===== config.mk =====
export PLATFORM = sky130hd
export DESIGN_NAME = rv32_decode_stage
export DESIGN_NICKNAME = d
export VERILOG_FILES = /design/src/rtl/rv32_pkg.sv /design/src/rtl/rv32_imm_gen.sv /design/src/rtl/rv32_decode_stage.sv
export SDC_FILE = /design/constraint.sdc
export NUM_CORES = 1
export LEC_CHECK = 0
export CELL_PAD_IN_SITES_DETAIL_PLACEMENT = 1
export CELL_PAD_IN_SITES_GLOBAL_PLACEMENT = 1
export CORE_MARGIN = 3
export CORE_UTILIZATION = 38
export CTS_CLUSTER_DIAMETER = 30
export DETAILED_ROUTE_END_ITERATION = 8
export PLACE_DENSITY_LB_ADDON = 0.1
export SYNTH_ARGS = -nofsm -noshare
export SYNTH_HDL_FRONTEND = slang
export SYNTH_HIERARCHICAL = 1
export SYNTH_SLANG_ARGS = --single-unit

===== constraint.sdc =====
create_clock -name clk_i -period 12.8 [get_ports clk_i]
set_clock_uncertainty 0.05 [all_clocks]
set_input_delay 3.84 -clock clk_i [delete_from_list [all_inputs] [get_ports clk_i]]
set_output_delay 3.84 -clock clk_i [all_outputs]
set_load 0.05 [all_outputs]

===== src/rtl/rv32_pkg.sv =====
// Shared RV32I decode definitions.
// Opcodes, opclass and immediate-format enums, ID/EX bundle.
package rv32_pkg;

  localparam int XLEN = 32;

  localparam logic [6:0] OPC_LUI    = 7'b0110111;
  localparam logic [6:0] OPC_AUIPC  = 7'b0010111;
  localparam logic [6:0] OPC_JAL    = 7'b1101111;
  localparam logic [6:0] OPC_JALR   = 7'b1100111;
  localparam logic [6:0] OPC_BRANCH = 7'b1100011;
  localparam logic [6:0] OPC_LOAD   = 7'b0000011;
  localparam logic [6:0] OPC_STORE  = 7'b0100011;
  localparam logic [6:0] OPC_OPIMM  = 7'b0010011;
  localparam logic [6:0] OPC_OP     = 7'b0110011;
  localparam logic [6:0] OPC_FENCE  = 7'b0001111;
  localparam logic [6:0] OPC_SYSTEM = 7'b1110011;

  typedef enum logic [3:0] {
    OC_LUI,
    OC_AUIPC,
    OC_JAL,
    OC_JALR,
    OC_BRANCH,
    OC_LOAD,
    OC_STORE,
    OC_OPIMM,
    OC_OP,
    OC_FENCE,
    OC_SYSTEM
  } opclass_e;

  typedef enum logic [2:0] {
    IMM_NONE,
    IMM_I,
    IMM_S,
    IMM_B,
    IMM_U,
    IMM_J
  } imm_fmt_e;

  typedef struct packed {
    logic [XLEN-1:0] pc;
    logic [XLEN-1:0] imm;
    logic [XLEN-1:0] rs1_data;
    logic [XLEN-1:0] rs2_data;
    logic [4:0]      rd;
    opclass_e        opclass;
    logic [2:0]      funct3;
    logic            funct7b5;
    logic            illegal;
  } id_ex_t;

endpackage


===== src/rtl/rv32_imm_gen.sv =====
// RV32I immediate generator.
// Sign-extends from instr[31]; B/J are halfword aligned.
module rv32_imm_gen
  import rv32_pkg::*;
(
  input  logic [31:0]     instr_i,
  input  imm_fmt_e        fmt_i,
  output logic [XLEN-1:0] imm_o
);

  logic s;

  assign s = instr_i[31];

  // Assemble the immediate for the selected format
  always_comb begin
    imm_o = '0;
    unique case (fmt_i)
      IMM_I: imm_o = {{20{s}}, instr_i[31:20]};
      IMM_S: imm_o = {{20{s}}, instr_i[31:25],
                      instr_i[11:7]};
      IMM_B: imm_o = {{19{s}}, s, instr_i[7],
                      instr_i[30:25], instr_i[11:8],
                      1'b0};
      IMM_U: imm_o = {instr_i[31:12], 12'b0};
      IMM_J: imm_o = {{11{s}}, s, instr_i[19:12],
                      instr_i[20], instr_i[30:21],
                      1'b0};
      default: imm_o = '0;
    endcase
  end

endmodule


===== src/rtl/rv32_decode_stage.sv =====
// RV32I decode stage with scoreboard and wb bypass.
// One-entry ID/EX register toward execute.
module rv32_decode_stage
  import rv32_pkg::*;
(
  input  logic            clk_i,
  input  logic            rst_ni,
  input  logic            in_valid_i,
  output logic            in_ready_o,
  input  logic [31:0]     in_instr_i,
  input  logic [XLEN-1:0] in_pc_i,
  output logic [4:0]      rf_raddr1_o,
  output logic [4:0]      rf_raddr2_o,
  input  logic [XLEN-1:0] rf_rdata1_i,
  input  logic [XLEN-1:0] rf_rdata2_i,
  input  logic            wb_valid_i,
  input  logic            wb_wen_i,
  input  logic [4:0]      wb_rd_i,
  input  logic [XLEN-1:0] wb_data_i,
  input  logic            flush_i,
  output logic            out_valid_o,
  input  logic            out_ready_i,
  output logic [XLEN-1:0] out_pc_o,
  output logic [XLEN-1:0] out_imm_o,
  output logic [XLEN-1:0] out_rs1_data_o,
  output logic [XLEN-1:0] out_rs2_data_o,
  output logic [4:0]      out_rd_o,
  output logic [3:0]      out_opclass_o,
  output logic [2:0]      out_funct3_o,
  output logic            out_funct7b5_o,
  output logic            out_illegal_o
);

  logic [6:0]      opc;
  logic [4:0]      rs1, rs2, rd;
  opclass_e        oc;
  imm_fmt_e        fmt;
  logic            use1, use2, wr_rd, ill;
  logic [XLEN-1:0] imm;
  logic [XLEN-1:0] op1, op2;
  logic            byp1, byp2;

  id_ex_t          out_q, out_d;
  logic            out_valid_q, out_valid_d;
  logic [31:0]     pend_q, pend_d;
  logic [31:0]     clr_m, set_m, kill_m, eff;
  logic            hazard, accept;

  assign opc = in_instr_i[6:0];
  assign rs1 = in_instr_i[19:15];
  assign rs2 = in_instr_i[24:20];

  assign rf_raddr1_o = rs1;
  assign rf_raddr2_o = rs2;

  // Opcode decode: class, imm format, operand use
  always_comb begin
    oc    = OC_OP;
    fmt   = IMM_NONE;
    use1  = 1'b0;
    use2  = 1'b0;
    wr_rd = 1'b0;
    ill   = 1'b0;
    unique case (1'b1)
      (opc == OPC_LUI): begin
        oc = OC_LUI; fmt = IMM_U; wr_rd = 1'b1;
      end
      (opc == OPC_AUIPC): begin
        oc = OC_AUIPC; fmt = IMM_U; wr_rd = 1'b1;
      end
      (opc == OPC_JAL): begin
        oc = OC_JAL; fmt = IMM_J; wr_rd = 1'b1;
      end
      (opc == OPC_JALR): begin
        oc = OC_JALR; fmt = IMM_I;
        use1 = 1'b1; wr_rd = 1'b1;
      end
      (opc == OPC_BRANCH): begin
        oc = OC_BRANCH; fmt = IMM_B;
        use1 = 1'b1; use2 = 1'b1;
      end
      (opc == OPC_LOAD): begin
        oc = OC_LOAD; fmt = IMM_I;
        use1 = 1'b1; wr_rd = 1'b1;
      end
      (opc == OPC_STORE): begin
        oc = OC_STORE; fmt = IMM_S;
        use1 = 1'b1; use2 = 1'b1;
      end
      (opc == OPC_OPIMM): begin
        oc = OC_OPIMM; fmt = IMM_I;
        use1 = 1'b1; wr_rd = 1'b1;
      end
      (opc == OPC_OP): begin
        oc = OC_OP;
        use1 = 1'b1; use2 = 1'b1; wr_rd = 1'b1;
      end
      (opc == OPC_FENCE): begin
        oc = OC_FENCE;
      end
      (opc == OPC_SYSTEM): begin
        oc = OC_SYSTEM; fmt = IMM_I;
        use1 = 1'b1; wr_rd = 1'b1;
      end
      default: ill = 1'b1;
    endcase
  end

  assign rd = wr_rd ? in_instr_i[11:7] : 5'd0;

  rv32_imm_gen u_imm (
    .instr_i (in_instr_i),
    .fmt_i   (fmt),
    .imm_o   (imm)
  );

  // A retiring rd no longer blocks this cycle
  assign clr_m = (wb_valid_i && wb_rd_i != 5'd0)
               ? (32'd1 << wb_rd_i) : 32'd0;
  assign eff   = pend_q & ~clr_m;

  assign hazard = in_valid_i &&
                  ((use1 && eff[rs1]) ||
                   (use2 && eff[rs2]) ||
                   eff[rd]);

  assign in_ready_o = !flush_i && !hazard &&
                      (!out_valid_q || out_ready_i);
  assign accept     = in_valid_i && in_ready_o;

  assign byp1 = use1 && rs1 != 5'd0 && wb_valid_i &&
                wb_wen_i && wb_rd_i == rs1;
  assign byp2 = use2 && rs2 != 5'd0 && wb_valid_i &&
                wb_wen_i && wb_rd_i == rs2;
  assign op1  = byp1 ? wb_data_i : rf_rdata1_i;
  assign op2  = byp2 ? wb_data_i : rf_rdata2_i;

  // Flushed output entry never reaches wb; drop its bit
  assign kill_m = (flush_i && out_valid_q &&
                   out_q.rd != 5'd0)
                ? (32'd1 << out_q.rd) : 32'd0;
  assign set_m  = (accept && rd != 5'd0)
                ? (32'd1 << rd) : 32'd0;

  // Scoreboard next state; a new set beats any clear
  always_comb begin
    pend_d = (pend_q & ~clr_m & ~kill_m) | set_m;
    pend_d[0] = 1'b0;
  end

  // Next ID/EX payload and valid
  always_comb begin
    out_d.pc       = in_pc_i;
    out_d.imm      = imm;
    out_d.rs1_data = op1;
    out_d.rs2_data = op2;
    out_d.rd       = rd;
    out_d.opclass  = oc;
    out_d.funct3   = in_instr_i[14:12];
    out_d.funct7b5 = in_instr_i[30];
    out_d.illegal  = ill;
    out_valid_d    = out_valid_q;
    if (flush_i)
      out_valid_d = 1'b0;
    else if (accept)
      out_valid_d = 1'b1;
    else if (out_valid_q && out_ready_i)
      out_valid_d = 1'b0;
  end

  // State registers: output entry and scoreboard
  always_ff @(posedge clk_i or negedge rst_ni) begin
    if (!rst_ni) begin
      out_valid_q <= 1'b0;
      out_q       <= '0;
      pend_q      <= '0;
    end else begin
      out_valid_q <= out_valid_d;
      pend_q      <= pend_d;
      if (accept)
        out_q <= out_d;
    end
  end

  assign out_valid_o    = out_valid_q;
  assign out_pc_o       = out_q.pc;
  assign out_imm_o      = out_q.imm;
  assign out_rs1_data_o = out_q.rs1_data;
  assign out_rs2_data_o = out_q.rs2_data;
  assign out_rd_o       = out_q.rd;
  assign out_opclass_o  = out_q.opclass;
  assign out_funct3_o   = out_q.funct3;
  assign out_funct7b5_o = out_q.funct7b5;
  assign out_illegal_o  = out_q.illegal;

endmodule


# --- Yosys cells after proc, flatten, opt, wreduce, memory -nomap -nowiden ---
# Index checks and enable logic that the tools add are counted.
totals:
  input_bits: 172
  register_bits: 174
  output_inout_bits: 154
classes:
  shifts: 3
  n_eq_ne: 18
  order_cmp: 3
  n_reduce_logical: 37
  bitwise: 5
  n_mux: 22
op_table:
  columns: ["operator", "n"]
  rows:
  - ["$mux 32", 5]
  - ["$pmux 32 s5", 1]
  - ["$shl 1x5->32 const A", 3]
  - ["$and 32x32->32", 2]
  - ["$not 32->32", 2]
  - ["$pmux 4 s10", 1]
  - ["$or 32x32->32", 1]
  - ["$eq 7x7->1 const B", 4]
  - ["$reduce_bool 5->1", 5]
  - ["$eq 7x6->1 const B", 3]
  - ["$logic_and 1x1->1", 19]
  - ["$lt 5x6->1 const B", 3]
  - ["$bmux 1 s5", 3]
  - ["$pmux 3 s5", 1]
  - ["$eq 7x5->1 const B", 2]
  - ["$reduce_or 11->1", 1]
  - ["$eq 5x5->1", 2]
  - ["$mux 1", 10]
  - ["$reduce_or 8->1", 1]
  - ["$eq 7x2->1 const B", 1]
  - ["$eq 7x4->1 const B", 1]
  - ["$reduce_or 7->1", 1]
  - ["$eq 3x2->1 const B", 2]
  - ["$eq 3x3->1 const B", 2]
  - ["8 further kinds", 12]

# --- Logic depth before layout (Yosys ltp) ---
# Gate-level depths: netlist (run 1).
logic_depth:
  word_depth: 18
  mapped_depth: 13
  mapped_depth_nobuf: 8

# --- Cells and area by module ---
# The synthesis (run 1) kept the hierarchy.
by_module_without_submodules:
  columns: ["mod", "area_each_um2", "cells_each", "n_inst"]
  rows:
  - ["rv32_decode_stage", 9406.5, 844, 1]
  - ["rv32_imm_gen", 390.4, 66, 1]

# --- Worst setup path after synthesis (run 1) ---
# OpenSTA, ideal clock, no wires.
synth_path:
  path_kind: "input to output"
  startpoint: "in wb_rd_i[1]"
  endpoint: "out in_ready_o"
  path_buffers: 2
  stages: 10
  t_arrival_ns: 6.765
  path_slack_ns: 2.145
  cell_sequence: "buf_2 or4b_4 o21ai_0 mux4_2 nor3b_1 a2111oi_0 a31oi_1 clkbuf_1 nand2_1 a21oi_1"
synth_via:
  elab_chain_cells: 14
  elab_cells_between_ends: 20
  cone_classes: "shift (1); mux (7); bitwise (2); reduce/logical (10)"
synth_rtl:
  columns: ["element", "line_no", "source"]
  rows:
  - ["start, declared", "rv32_decode_stage.sv:18", "input logic [4:0] wb_rd_i,"]
  - ["$reduce_bool 5->1", "rv32_decode_stage.sv:118", "assign clr_m = (wb_valid_i && wb_rd_i != 5'd0)"]
  - ["$logic_and 1x1->1", "rv32_decode_stage.sv:118", null]
  - ["$mux 32 (*)", "rv32_decode_stage.sv:119", "? (32'd1 << wb_rd_i) : 32'd0;"]
  - ["$not 32->32 (*)", "rv32_decode_stage.sv:120", "assign eff = pend_q & ~clr_m;"]
  - ["$and 32x32->32 (*)", "rv32_decode_stage.sv:120", null]
  - ["$bmux 1 s5 (on tied branches)", "rv32_decode_stage.sv:123, rv32_decode_stage.sv:124", null]
  - ["$mux 1 (on tied branches)", "rv32_decode_stage.sv:123, rv32_decode_stage.sv:124", null]
  - ["$logic_and 1x1->1 (on tied branches)", "rv32_decode_stage.sv:123, rv32_decode_stage.sv:124", null]
  - ["$logic_or 1x1->1", "rv32_decode_stage.sv:123", "((use1 && eff[rs1]) ||"]
  - ["$logic_or 1x1->1 (*)", "rv32_decode_stage.sv:124", "(use2 && eff[rs2]) ||"]
  - ["$logic_and 1x1->1 (*)", "rv32_decode_stage.sv:122", "assign hazard = in_valid_i &&"]
  - ["$logic_not 1->1 (*)", "rv32_decode_stage.sv:127", "assign in_ready_o = !flush_i && !hazard &&"]
  - ["$logic_and 1x1->1 (*) (2 in a row)", "rv32_decode_stage.sv:127", null]
  - ["end, declared", "rv32_decode_stage.sv:9", "output logic in_ready_o,"]
# Every way passes the cells marked *; elsewhere a longest branch is shown, timed or not. The select of a mux whose other input is x is not followed.

# --- Worst setup path in the final report (run 1) ---
layout_path:
  startpoint: "in wb_rd_i[4]"
  endpoint: "out in_ready_o"
# The elaborated chain is that of the path after synthesis.

==> metrics.log, run 1 <==
[metrics] run status: completed
[metrics] Die Area: 27700 um2
[metrics] minimum clock period: 11730 ps
[metrics] share of the synthesized area in the top cell type: approximately 44%
[metrics] Min-Delay Path Class: reg2reg
[metrics] WS Path Type: in2out
[metrics] Clock H-tree levels: 4
[metrics] Achievable Freq: roughly 85 MHz
[metrics] arrival time of data at the critical path endpoint: 7840 ps
[metrics] Max Fanout on Critical Path: 13
[metrics] Max transition margin: 16.7%
[metrics] final instance area: 13800 um2
[metrics] max-cap violations: 0
[metrics] most used flip-flop cell after synthesis: sky130_fd_sc_hd__dfrtp_1
[metrics] total track usage: 26.1%
[metrics] overall die width: 167 um
[metrics] drt total wl: about 37000 um
[metrics] Post-Synth XOR/XNOR Area: 0.715%
[metrics] met1 GRT Util: 33.1%
[metrics] met3 capacity usage during global routing: 8.90%
[metrics] placement-stage cell area: 13200 um2
[metrics] first-pass iteration count of the detailed router: 5
[metrics] global placement routability congestion: 0.966
[metrics] multi-input logic area: 5030 um2
[metrics] count of unique library cells instantiated by Yosys: 71
[metrics] Die Y-Extent: 167 um
[metrics] source of the critical timing path: wb_rd_i[4]
[metrics] DRC errors left: 0
[metrics] GRT overflow: 0
[metrics] r2r startpoint: pend_q[8]
[metrics] top cells by area in the synthesized netlist: sky130_fd_sc_hd__dfrtp_1 (44%), sky130_fd_sc_hd__mux2_1 (8.9%), sky130_fd_sc_hd__mux2_2 (7.1%), sky130_fd_sc_hd__mux2i_1 (4.0%), sky130_fd_sc_hd__o21ai_0 (3.3%)
[metrics] clk sink count: approximately 170
[metrics] Worst path most repeated cell: sky130_fd_sc_hd__clkdlybuf4s50_1
[metrics] adder-cell share of the synthesized area: 0%
[metrics] residual antenna-violating net count after detailed routing: 0
[metrics] period utilization: 91.6%
[metrics] initial core utilization: 38.8%
[metrics] # rows: 58
[metrics] placeable core region: 25300 um2
[metrics] Mapped Nets: ~1100
[metrics] main combinational cell family by area after synthesis: multiplexers
[metrics] met2 global-route usage: a little over two fifths
[metrics] first-pass GRT wire length: 56400 um
[metrics] Clock Path Buffers: 2
[metrics] initial drt markers: 542
[metrics] later-pin clock latency in the skew report: 430 ps
[metrics] CTS tree: done
[metrics] post-synthesis simple-gate area fraction: 10.3%
[metrics] Synth area leader: sky130_fd_sc_hd__dfrtp_1
[metrics] number of setup buffers added after CTS: 0
[metrics] multiplexer share of the synthesized area: 21.8%
[metrics] slew of the pin with the lowest slew margin: about 1200 ps
[metrics] CTS root buf: sky130_fd_sc_hd__clkbuf_16
[metrics] number of hold-slack violations in the final timing report: 0
[metrics] number of enable flip-flop cells after synthesis: 0
[metrics] most common library cells after synthesis: sky130_fd_sc_hd__dfrtp_1 (174), sky130_fd_sc_hd__mux2_1 (77), sky130_fd_sc_hd__o21ai_0 (64)
[metrics] Required @ worst endpoint: approximately 8900 ps
[metrics] crit path launch type: primary input
[metrics] hold path startpoint: out_imm_o[15]
[metrics] asr flop ratio synth: 100%
[metrics] area added between synthesis and finish: 40.9%
[metrics] clock transition time at the flip-flop clock pins of the worst setup and hold paths: 70 ps
[metrics] Fillers: 2709
[metrics] most numerous cell in the Yosys netlist: sky130_fd_sc_hd__dfrtp_1
[metrics] post-CTS resize count: 0
[metrics] synthesized area divided by synthesized cell count: 10.8 um2
[metrics] via count of the first global-routing pass: 9191
[metrics] total vias in the final route: 8685
[metrics] area fraction in compound gates after synthesis: 18.2%
[metrics] combined flip-flop and latch cell area: 4350 um2
[metrics] fraction of the yosys area taken by sequential cells: ~44%
[metrics] hold_buf cts: 0
[metrics] final net count: ~1400
[metrics] Cell Pwr Density: 134 nW/um2
[metrics] Max Transition Viols Final: 0
[metrics] Gate Count Post-Synth: 910
[metrics] Top-Level Pins: approximately 330
[metrics] IO Port Bufs: 325
[metrics] number of vias per cell after detailed routing: about 5.7
[metrics] maximum number of pins on one net before global-route repair: between 60 and 70
[metrics] Seq cells post-synth: roughly 170
[metrics] antenna violations before repair: 3
[metrics] setup_tns: 0 ps
[metrics] drt wl/cell: approximately 24 um
[metrics] cells along the critical path: clkdlybuf4s50_1 > nand2b_1 > o21ai_0 > o211ai_1 > a41oi_1 > a2111oi_0 > nor3_1 > nand2_1 > a21oi_1 > clkdlybuf4s50_1
[metrics] Ys Warns: 6
[metrics] post-synthesis instance area: 9800 um2
[metrics] RSZ-0062 raised after global routing: no
[metrics] number of CTS-inserted buffers: 17
[metrics] library cell contributing the largest single delay on the critical path: sky130_fd_sc_hd__a2111oi_0
[metrics] busiest metal layer after global routing: met2
[metrics] half-perimeter wire length of the detailed placement result: 27500 um
[metrics] final setup violation count: 0
[metrics] proportion of layout cells with a drive suffix above 1: 11.5%
[metrics] CP Capture Type: output port
[metrics] VDD IR-drop max: 0.0000800 V
[metrics] delay of the slowest critical-path stage: 980 ps
[metrics] P_leak: 5.50 nW
-- report_power, final --
part	internal, mW	leakage, nW	switching [mW]
sequential	0.619	2.17	0.0373
combinational	0.230	3.03	0.407
clock	0.319	0.299	0.243
-- per-stage QoR --
stage	util (%)	worst slack, ps	power, mW	hold slack, ps	cells
floorplan	-	2140	1.04	459	910
global placement	52.2	1190	1.30	422	1497
detailed placement	52.2	1160	1.30	430	1497
CTS	54.6	1150	1.87	447	1529
global route	54.6	810	1.93	467	1530
finish	54.6	1070	1.86	440	1530
-- critical path, delay by kind of cell --
family | cells | cell delay (ps)
and+or+nand+nor | 3 | 780
AOI/OAI and AO/OA | 5 | 1870
buffers and inverters | 2 | 1350
-- cells in the final DEF, fill, tap and decap left out, drive strengths merged, types with 7 or more instances in the layout --
cell type,count
clkdlybuf4s50,324
mux4,8
a211oi,7
mux2,139
dfrtp,174
nand2b,17
o21ai,68
nor2,34
a21oi,40
a21o,9
nand3,11
o21a,21
or2,10
nor2b,13
o21bai,9
o32ai,7
inv,16
o31ai,13
mux2i,39
o211ai,12
nand2,51
and2,10
clkbuf,20
a31oi,35
o41ai,10
buf,13
-- final cells by class --
class | instances | share of cell area [%]
Inverter | 10 | 0.272
Multi-Input combinational cell | 646 | 36.5
Antenna cell | 1 | 0.0181
Clock buffer | 20 | 3.24
Sequential cell | 174 | 31.6
Timing Repair Buffer | 337 | 24.2
Tap cell | 330 | 2.99
Clock inverter | 12 | 1.23
-- kinds of logic after synthesis --
group / Yosys count
DFF: 174
buffers and inverters: 90
AOI/OAI and AO/OA: 267
muxes: 186
xor gates and xnor gates: 8
and+or+nand+nor: 185
-- final timing paths --
path                            slack, ps              to  cells past startpoint
worst max-delay path                 1070      in_ready_o                     10
worst min-delay path                  440   out_imm_o[15]                      1
worst max register to register       8280  out_funct7b5_o                      9
worst min register to register        440   out_imm_o[15]                      1
max in group asynchronous            8020    out_pc_o[30]                      2
min in group asynchronous            3340     out_pc_o[0]                      1
-- flip-flops by register name, summed over array words and instances, names as in the netlist, 3 cells and up --
signal / flops
out_rs1_data_o: 32
out_pc_o: 32
out_rs2_data_o: 32
out_rd_o: 5
out_funct3_o: 3
pend_q: 31
out_imm_o: 32
out_opclass_o: 4
-- per-layer routing --
| metal | vias to the layer above | wire, um |
|---|---|---|
| li1 | 3943 | - |
| met1 | 4334 | 15400 |
| met2 | 354 | 17600 |
| met3 | 50 | 3220 |
| met4 | 4 | 799 |
| met5 | - | 27 |
Note: power is estimated with default switching activity, not from simulation.
==> run 2, diff against run 1 <==
Settings changed: CAP_MARGIN set to 10.
==> results of run 2 <==
The final DEF is identical to that of run 1; final timing and power are the same.
